==> src/rtl/tinker_fetch_unit_if.sv <==
// Fetch unit bus: instruction-memory request/response, redirect/halt control and decode handoff.
// master = fetch unit side, slave = memory/execute/decode side.
interface tinker_fetch_unit_if;
    logic        imem_req_valid;
    logic        imem_req_ready;
    logic [63:0] imem_req_addr;
    logic        imem_resp_valid;
    logic [31:0] imem_resp_data;
    logic        redirect_valid;
    logic [63:0] redirect_pc;
    logic        halt_req;
    logic        out_valid;
    logic        out_ready;
    logic [31:0] out_instr;
    logic [63:0] out_pc;
    logic        fetch_halted;

    modport master (
        output imem_req_valid, imem_req_addr, out_valid, out_instr, out_pc, fetch_halted,
        input  imem_req_ready, imem_resp_valid, imem_resp_data, redirect_valid, redirect_pc,
               halt_req, out_ready
    );

    modport slave (
        input  imem_req_valid, imem_req_addr, out_valid, out_instr, out_pc, fetch_halted,
        output imem_req_ready, imem_resp_valid, imem_resp_data, redirect_valid, redirect_pc,
               halt_req, out_ready
    );
endinterface

==> src/rtl/tinker_fetch_unit.sv <==
// Instruction-fetch front end: issues fetches, queues returned words with their PCs, handles redirects.
// Optional macro FETCH_HALT_DETECT_EN stops issue after a fetched halt word until the next redirect.
module tinker_fetch_unit #(
    parameter int unsigned DEPTH    = 4,
    parameter logic [63:0] RESET_PC = 64'h2000
) (
    input logic                 clk,
    input logic                 reset,
    tinker_fetch_unit_if.master bus
);
    localparam int unsigned PTR_W = $clog2(DEPTH);
    localparam int unsigned CNT_W = $clog2(DEPTH + 1);

    typedef enum logic [0:0] {ST_RUN = 1'b0, ST_HALTED = 1'b1} state_e;

    state_e           state_q, state_d;
    logic [63:0]      fetch_pc_q, fetch_pc_d;
    logic [CNT_W-1:0] outstanding_q, outstanding_d;
    logic [CNT_W-1:0] discard_q, discard_d;
    logic [CNT_W-1:0] count_q, count_d;
    logic [PTR_W-1:0] rd_ptr_q, wr_ptr_q, pcq_rd_q, pcq_wr_q;
    logic [31:0]      instr_q [DEPTH];
    logic [63:0]      ipc_q   [DEPTH];
    logic [63:0]      pcq_q   [DEPTH];
    logic             out_valid_q;
    logic             stop_q;
    logic             resp_s, drop_s, push_s, pop_s, room_s, req_valid_s, req_fire_s;

    assign resp_s      = bus.imem_resp_valid;
    assign drop_s      = resp_s && (discard_q != {CNT_W{1'b0}});
    assign push_s      = resp_s && !drop_s && !bus.redirect_valid;
    assign pop_s       = out_valid_q && bus.out_ready;
    // Queue slots are reserved at issue time, so the queue can never overflow.
    assign room_s      = ({1'b0, count_q} + {1'b0, outstanding_q}) < (CNT_W + 1)'(DEPTH);
    assign req_valid_s = !reset && (state_q == ST_RUN) && !bus.halt_req && !bus.redirect_valid
                         && !stop_q && room_s;
    assign req_fire_s  = req_valid_s && bus.imem_req_ready;

    assign bus.imem_req_valid = req_valid_s;
    assign bus.imem_req_addr  = fetch_pc_q;
    assign bus.out_valid      = out_valid_q;
    assign bus.out_instr      = instr_q[rd_ptr_q];
    assign bus.out_pc         = ipc_q[rd_ptr_q];
    assign bus.fetch_halted   = (state_q == ST_HALTED);

    // Next-state for PC, counters and run/halt state; redirect overrides everything else
    always_comb begin
        outstanding_d = outstanding_q + CNT_W'(req_fire_s) - CNT_W'(resp_s);
        fetch_pc_d    = fetch_pc_q;
        discard_d     = discard_q;
        count_d       = count_q;
        if (bus.redirect_valid) begin
            fetch_pc_d = bus.redirect_pc;
            discard_d  = outstanding_q - CNT_W'(resp_s);
            count_d    = {CNT_W{1'b0}};
        end else begin
            if (req_fire_s) begin
                fetch_pc_d = fetch_pc_q + 64'd4;
            end else begin
                fetch_pc_d = fetch_pc_q;
            end
            if (drop_s) begin
                discard_d = discard_q - CNT_W'(1'b1);
            end else begin
                discard_d = discard_q;
            end
            count_d = count_q + CNT_W'(push_s) - CNT_W'(pop_s);
        end
        state_d = state_q;
        case (state_q)
            ST_RUN: begin
                if (bus.halt_req && (outstanding_q == {CNT_W{1'b0}})) begin
                    state_d = ST_HALTED;
                end else begin
                    state_d = ST_RUN;
                end
            end
            ST_HALTED: begin
                if (!bus.halt_req) begin
                    state_d = ST_RUN;
                end else begin
                    state_d = ST_HALTED;
                end
            end
            default: state_d = ST_RUN;
        endcase
    end

    // State registers, the in-flight PC queue and the prefetch queue
    always_ff @(posedge clk or posedge reset) begin
        if (reset) begin
            state_q       <= ST_RUN;
            fetch_pc_q    <= RESET_PC;
            outstanding_q <= {CNT_W{1'b0}};
            discard_q     <= {CNT_W{1'b0}};
            count_q       <= {CNT_W{1'b0}};
            out_valid_q   <= 1'b0;
            rd_ptr_q      <= {PTR_W{1'b0}};
            wr_ptr_q      <= {PTR_W{1'b0}};
            pcq_rd_q      <= {PTR_W{1'b0}};
            pcq_wr_q      <= {PTR_W{1'b0}};
            for (int i = 0; i < DEPTH; i++) begin
                instr_q[i] <= 32'h0;
                ipc_q[i]   <= 64'h0;
                pcq_q[i]   <= 64'h0;
            end
        end else begin
            state_q       <= state_d;
            fetch_pc_q    <= fetch_pc_d;
            outstanding_q <= outstanding_d;
            discard_q     <= discard_d;
            count_q       <= count_d;
            out_valid_q   <= (count_d != {CNT_W{1'b0}});
            if (req_fire_s) begin
                pcq_q[pcq_wr_q] <= fetch_pc_q;
                pcq_wr_q        <= pcq_wr_q + PTR_W'(1'b1);
            end
            // Every response, kept or dropped, retires its PC entry so pairing stays aligned.
            if (resp_s) begin
                pcq_rd_q <= pcq_rd_q + PTR_W'(1'b1);
            end
            if (bus.redirect_valid) begin
                rd_ptr_q <= {PTR_W{1'b0}};
                wr_ptr_q <= {PTR_W{1'b0}};
            end else begin
                if (push_s) begin
                    instr_q[wr_ptr_q] <= bus.imem_resp_data;
                    ipc_q[wr_ptr_q]   <= pcq_q[pcq_rd_q];
                    wr_ptr_q          <= wr_ptr_q + PTR_W'(1'b1);
                end
                if (pop_s) begin
                    rd_ptr_q <= rd_ptr_q + PTR_W'(1'b1);
                end
            end
        end
    end

`ifdef FETCH_HALT_DETECT_EN
    function automatic logic is_halt_word(input logic [31:0] w);
        return (w[31:27] == 5'h0f) && (w[3:0] == 4'h0);
    endfunction

    // Latches a fetched halt word and blocks issue until the next redirect
    always_ff @(posedge clk or posedge reset) begin
        if (reset) begin
            stop_q <= 1'b0;
        end else if (bus.redirect_valid) begin
            stop_q <= 1'b0;
        end else if (push_s && is_halt_word(bus.imem_resp_data)) begin
            stop_q <= 1'b1;
        end else begin
            stop_q <= stop_q;
        end
    end
`else
    assign stop_q = 1'b0;
`endif
endmodule

==> src/flat_wrapper.sv <==
// flat-port wrapper written by rule: the top's interface ports become plain ports
module tinker_fetch_unit_flat 
#(
    parameter int unsigned DEPTH    = 4,
    parameter logic [63:0] RESET_PC = 64'h2000
)
  (clk, reset, bus_imem_req_valid, bus_imem_req_addr, bus_out_valid, bus_out_instr, bus_out_pc, bus_fetch_halted, bus_imem_req_ready, bus_imem_resp_valid, bus_imem_resp_data, bus_redirect_valid, bus_redirect_pc, bus_halt_req, bus_out_ready);
  tinker_fetch_unit_if bus_i ();
  input logic clk;
  input logic reset;
  output wire logic [$bits(bus_i.imem_req_valid)-1:0] bus_imem_req_valid;
  output wire logic [$bits(bus_i.imem_req_addr)-1:0] bus_imem_req_addr;
  output wire logic [$bits(bus_i.out_valid)-1:0] bus_out_valid;
  output wire logic [$bits(bus_i.out_instr)-1:0] bus_out_instr;
  output wire logic [$bits(bus_i.out_pc)-1:0] bus_out_pc;
  output wire logic [$bits(bus_i.fetch_halted)-1:0] bus_fetch_halted;
  input wire logic [$bits(bus_i.imem_req_ready)-1:0] bus_imem_req_ready;
  input wire logic [$bits(bus_i.imem_resp_valid)-1:0] bus_imem_resp_valid;
  input wire logic [$bits(bus_i.imem_resp_data)-1:0] bus_imem_resp_data;
  input wire logic [$bits(bus_i.redirect_valid)-1:0] bus_redirect_valid;
  input wire logic [$bits(bus_i.redirect_pc)-1:0] bus_redirect_pc;
  input wire logic [$bits(bus_i.halt_req)-1:0] bus_halt_req;
  input wire logic [$bits(bus_i.out_ready)-1:0] bus_out_ready;
  assign bus_imem_req_valid = bus_i.imem_req_valid;
  assign bus_imem_req_addr = bus_i.imem_req_addr;
  assign bus_out_valid = bus_i.out_valid;
  assign bus_out_instr = bus_i.out_instr;
  assign bus_out_pc = bus_i.out_pc;
  assign bus_fetch_halted = bus_i.fetch_halted;
  assign bus_i.imem_req_ready = bus_imem_req_ready;
  assign bus_i.imem_resp_valid = bus_imem_resp_valid;
  assign bus_i.imem_resp_data = bus_imem_resp_data;
  assign bus_i.redirect_valid = bus_redirect_valid;
  assign bus_i.redirect_pc = bus_redirect_pc;
  assign bus_i.halt_req = bus_halt_req;
  assign bus_i.out_ready = bus_out_ready;
  tinker_fetch_unit #(.DEPTH(DEPTH), .RESET_PC(RESET_PC)) u_core (.clk(clk), .reset(reset), .bus(bus_i));
endmodule
==> config.mk <==
export PLATFORM = sky130hd
export DESIGN_NAME = tinker_fetch_unit_flat
export DESIGN_NICKNAME = d
export VERILOG_FILES = /design/src/rtl/tinker_fetch_unit_if.sv /design/src/rtl/tinker_fetch_unit.sv /design/src/flat_wrapper.sv
export SDC_FILE = /design/constraint.sdc
export NUM_CORES = 2
export LEC_CHECK = 0
export ABC_AREA = 1
export BUFFER_PORTS_ARGS = -buffer_cell sky130_fd_sc_hd__buf_2
export CAP_MARGIN = 10
export CORE_MARGIN = 5
export CORE_UTILIZATION = 45
export CTS_CLUSTER_SIZE = 24
export DETAILED_ROUTE_END_ITERATION = 12
export HOLD_SLACK_MARGIN = 0.03
export PLACE_DENSITY_LB_ADDON = 0.2
export SYNTH_ARGS = -nofsm -noshare
export SYNTH_HDL_FRONTEND = slang
export SYNTH_SLANG_ARGS = --single-unit
==> constraint.sdc <==
create_clock -name clk -period 22.8 [get_ports clk]
set_clock_uncertainty 0.05 [all_clocks]
set_input_delay 1.14 -clock clk [delete_from_list [all_inputs] [get_ports clk]]
set_output_delay 1.14 -clock clk [all_outputs]
set_load 0.005 [all_outputs]
==> results by group <==
Logic synthesis
  • Commonest cells in the synthesized netlist: nand2_1, dfrtp_1, o21ai_0, nor2_1
  • Main synth FF type: dfrtp_1
  • Yosys top cell by area: dfrtp_1
  • Syn Nets: 4405
  • Yosys top cell area share: 0.538
  • Post-synthesis simple-gate area fraction: 0.245
  • Cell variety after synth: 32
  • Post-Synth XOR/XNOR Area: 0.00287
  • Synth Area per Inst: 7.85 µm²
  • Cell with the most instances after synthesis: nand2_1
  • Cells after Synth: 4281
  • Post-synthesis adder-cell area fraction: 0.00826
  • Post-synth EDFFs: 0
  • Largest family of logic cells by synthesized area: simple AND/OR/NAND/NOR gates
  • Seq cells post-synth: about 720
  • Ranking of synthesized cells by area: dfrtp_1, nand2_1, o21ai_0
  • Synth Area in Compound Gates: 0.146
  • Seq/Total Area, Yosys: 0.538
  • Mux cell area share after synthesis: 0
  • YS warnings: 0
  • Synthesized cell area: approximately 34000 µm²
  • Post-synthesis async set-or-reset flop share: 1.00

Clock tree
  • Cts-stage hold buffer count: 0
  • # resized after CTS: 0
  • Number of buffers created by CTS: 82
  • Clock Tree Buf Depth: 3
  • CTS H-Tree Depth: 3
  • Worst-path clk slew: 0.05 ns
  • Clock Sinks: 723
  • CTS Root Buffer Type: clkbuf_16
  • Clock latency on the worst-skew pair: just over 0.6 ns
  • Clock tree from TritonCTS: done
  • Post-CTS Setup Inserts: 0

Critical path
  • WP data required: between 20 and 25 ns
  • CP startpoint kind: primary input
  • CP Class: in2reg
  • Worst setup path endpoint: u_core.pcq_q[242]$_DFFE_PP0P_
  • Crit path max fanout: 82
  • Worst R2R End: u_core.pcq_q[242]$_DFFE_PP0P_
  • Reg2Reg Setup Slack: 18.14 ns
  • CP Capture Type: flip-flop
  • Depth of the worst register-to-register path: 9
  • CP Launch Point: bus_redirect_valid
  • Reg-to-Reg Start: u_core.outstanding_q[2]$_DFF_PP0_
  • Crit path arrival time: 5.29 ns

Die
  • Starting density of the core: 0.453
  • Num rows: 100
  • Core Area: 74200 µm²
  • Ports: 266
  • Die span in y: 283 µm
  • Full die area: 80300 µm²
  • Die width: 283 µm

Placed design
  • Port bufs: 265
  • DP HPWL: 62800 µm
  • Placer Congestion: a little over 0.9
  • Post-Place Cells: 5280

Pwr
  • P_sw: 1.59 mW
  • Max VDD drop: 57.2 µV
  • Power Density: 117 nW/µm²
  • P_leak: just under 20 nW
  • Register share of total power: 0.407
  • Power share of the clock group: 0.303
  • Comb power frac: 0.290
  • Pint: approximately 2.9 mW
  • Net Sw Frac: 0.355

Global routing
  • Vias in the first global route: 28400
  • Pin count of the biggest net entering global routing: 158
  • Antenna violations before repair: 1
  • Gr ovfl total: 0
  • First-pass GRT wire length: 164000 µm
  • Tot GR Track Use: 0.251

Route
  • Drt wl/cell: ~19 µm
  • Via count: 29400
  • Drt total wl: just over 100000 µm
  • Number of DRC markers in iteration 0: 2743
  • Vias per Instance: 5.43
  • Post-route ant nets: 0
  • Drt first pass iters: 5
  • Residual DRC: 0

Flow run
  • Max-cap violations: 0

Timing
  • Fin crit share: 0.214
  • Final hold vios: 0
  • Min Tclk post-route: 4.88 ns
  • Fmax: 205 MHz
  • TNS Setup: 0 ns
  • Max_slew headroom: 0.276
  • Worst hold margin: 0.421 ns
  • RSZ-0062 raised after global routing: no
  • # setup viols final: 0
  • Max-slew violations: 0
  • Worst-Margin Slew: 1.09 ns

Final layout
  • Core Util, Final: 0.513
  • Antenna cells: 0
  • Post-route non-filler standard cell count: 5423
  • Area growth syn-to-layout: 13.2%
  • Post-layout net count: 4519
  • Share of cells above drive strength 1: 0.104
  • Filler instances: approximately 7200

Outcome
  • Status: completed

Min path
  • Type of the most critical hold path: reg2reg
## cells by family after synthesis
| group | Yosys count |
|---|---|
| simple gates | 2134 |
| compound gates | 923 |
| flops | 723 |
| buf+inv | 469 |
| fa+ha+maj | 21 |
| xor+xnor | 11 |
## worst max-delay path: stages
cell and delay, ns:
buf_2 0.31, nor2_1 0.21, and3_1 0.19, nand3_2 0.74, inv_2 0.82, buf_4 0.54
nand2_4 0.43, buf_4 0.53, nand2_1 0.18, o21ai_1 0.08
## worst min-delay path by stage
stage | startpoint | endpoint | depth (start not counted) | slack, ns
4_1_cts | u_core.ipc_q[94]$_DFFE_PP0P_ | u_core.ipc_q[94]$_DFFE_PP0P_ | 2 | 0.43
3_5_place_dp | u_core.ipc_q[84]$_DFFE_PP0P_ | u_core.ipc_q[84]$_DFFE_PP0P_ | 2 | 0.41
3_3_place_gp | u_core.ipc_q[135]$_DFFE_PP0P_ | u_core.ipc_q[135]$_DFFE_PP0P_ | 2 | 0.41
6_report | u_core.ipc_q[74]$_DFFE_PP0P_ | u_core.ipc_q[74]$_DFFE_PP0P_ | 2 | 0.42
5_1_grt | u_core.ipc_q[94]$_DFFE_PP0P_ | u_core.ipc_q[94]$_DFFE_PP0P_ | 2 | 0.44
2_1_floorplan | u_core.ipc_q[127]$_DFFE_PP0P_ | u_core.ipc_q[127]$_DFFE_PP0P_ | 2 | 0.39
## per-layer routing
metal,vias up,global-route usage,part of all wire
met4,0,0.0756,0.025
met3,126,0.0356,0.064
met5,-,0,0
met1,14300,0.374,0.46
met2,934,0.383,0.45
li1,14100,-,-
## cells in the final DEF (no fill, tap or decap), types with 2 or more instances in the layout
cell,count
buf_2,265
buf_4,33
bufinv_16,7
clkbuf_1,18
clkbuf_16,85
clkbuf_8,23
clkinv_2,12
dfrtp_1,718
dfrtp_2,2
dfrtp_4,2
fa_1,2
ha_1,19
inv_1,188
inv_2,4
inv_6,3
nand2_1,1516
nand2_4,8
nand3_1,139
nand4_1,5
nor2_1,456
nor2_2,3
o211ai_1,17
o21ai_0,552
o21ai_1,193
o22ai_1,152
o22ai_2,8
xnor2_1,3
xor2_1,8
## power groups by stage
stage | Combinational [mW] | Clock [mW] | Sequential [mW]
2_1_floorplan | 0.862 | 0 | 1.77
3_3_place_gp | 1.27 | 0 | 1.83
3_5_place_dp | 1.30 | 0 | 1.83
4_1_cts | 1.30 | 1.38 | 1.81
5_1_grt | 1.47 | 1.44 | 1.86
6_report | 1.30 | 1.36 | 1.82
## registers in the layout, summed over array words and instances, names as in the netlist, 3 cells and up
signal / flops
u_core.ipc_q: 256
u_core.outstanding_q: 3
u_core.count_q: 3
u_core.instr_q: 128
u_core.pcq_q: 256
u_core.bus.imem_req_addr: 64
u_core.discard_q: 3
## area by class of cell
type / instances / area, µm² / area share
repair buffers: 299 / 1590 / 0.0419
inverters: 200 / 769 / 0.0202
multi-input cells: 3089 / 13600 / 0.357
clock buffers: 126 / 2510 / 0.0660
clock inverters: 17 / 270 / 0.00710
well taps: 969 / 1210 / 0.0319
flip-flops and latches: 723 / 18100 / 0.476
## per-stage QoR
stage / worst slack (ns) / area (µm²) / total power [mW]
2_1_floorplan: 1.33 / 33600 / 2.63
3_3_place_gp: 17.47 / 35300 / 3.10
3_5_place_dp: 17.36 / 35300 / 3.13
4_1_cts: 18.01 / 38000 / 4.50
5_1_grt: 17.58 / 38000 / 4.77
6_report: 17.92 / 38000 / 4.47
Power figures use the tool's default switching activity.
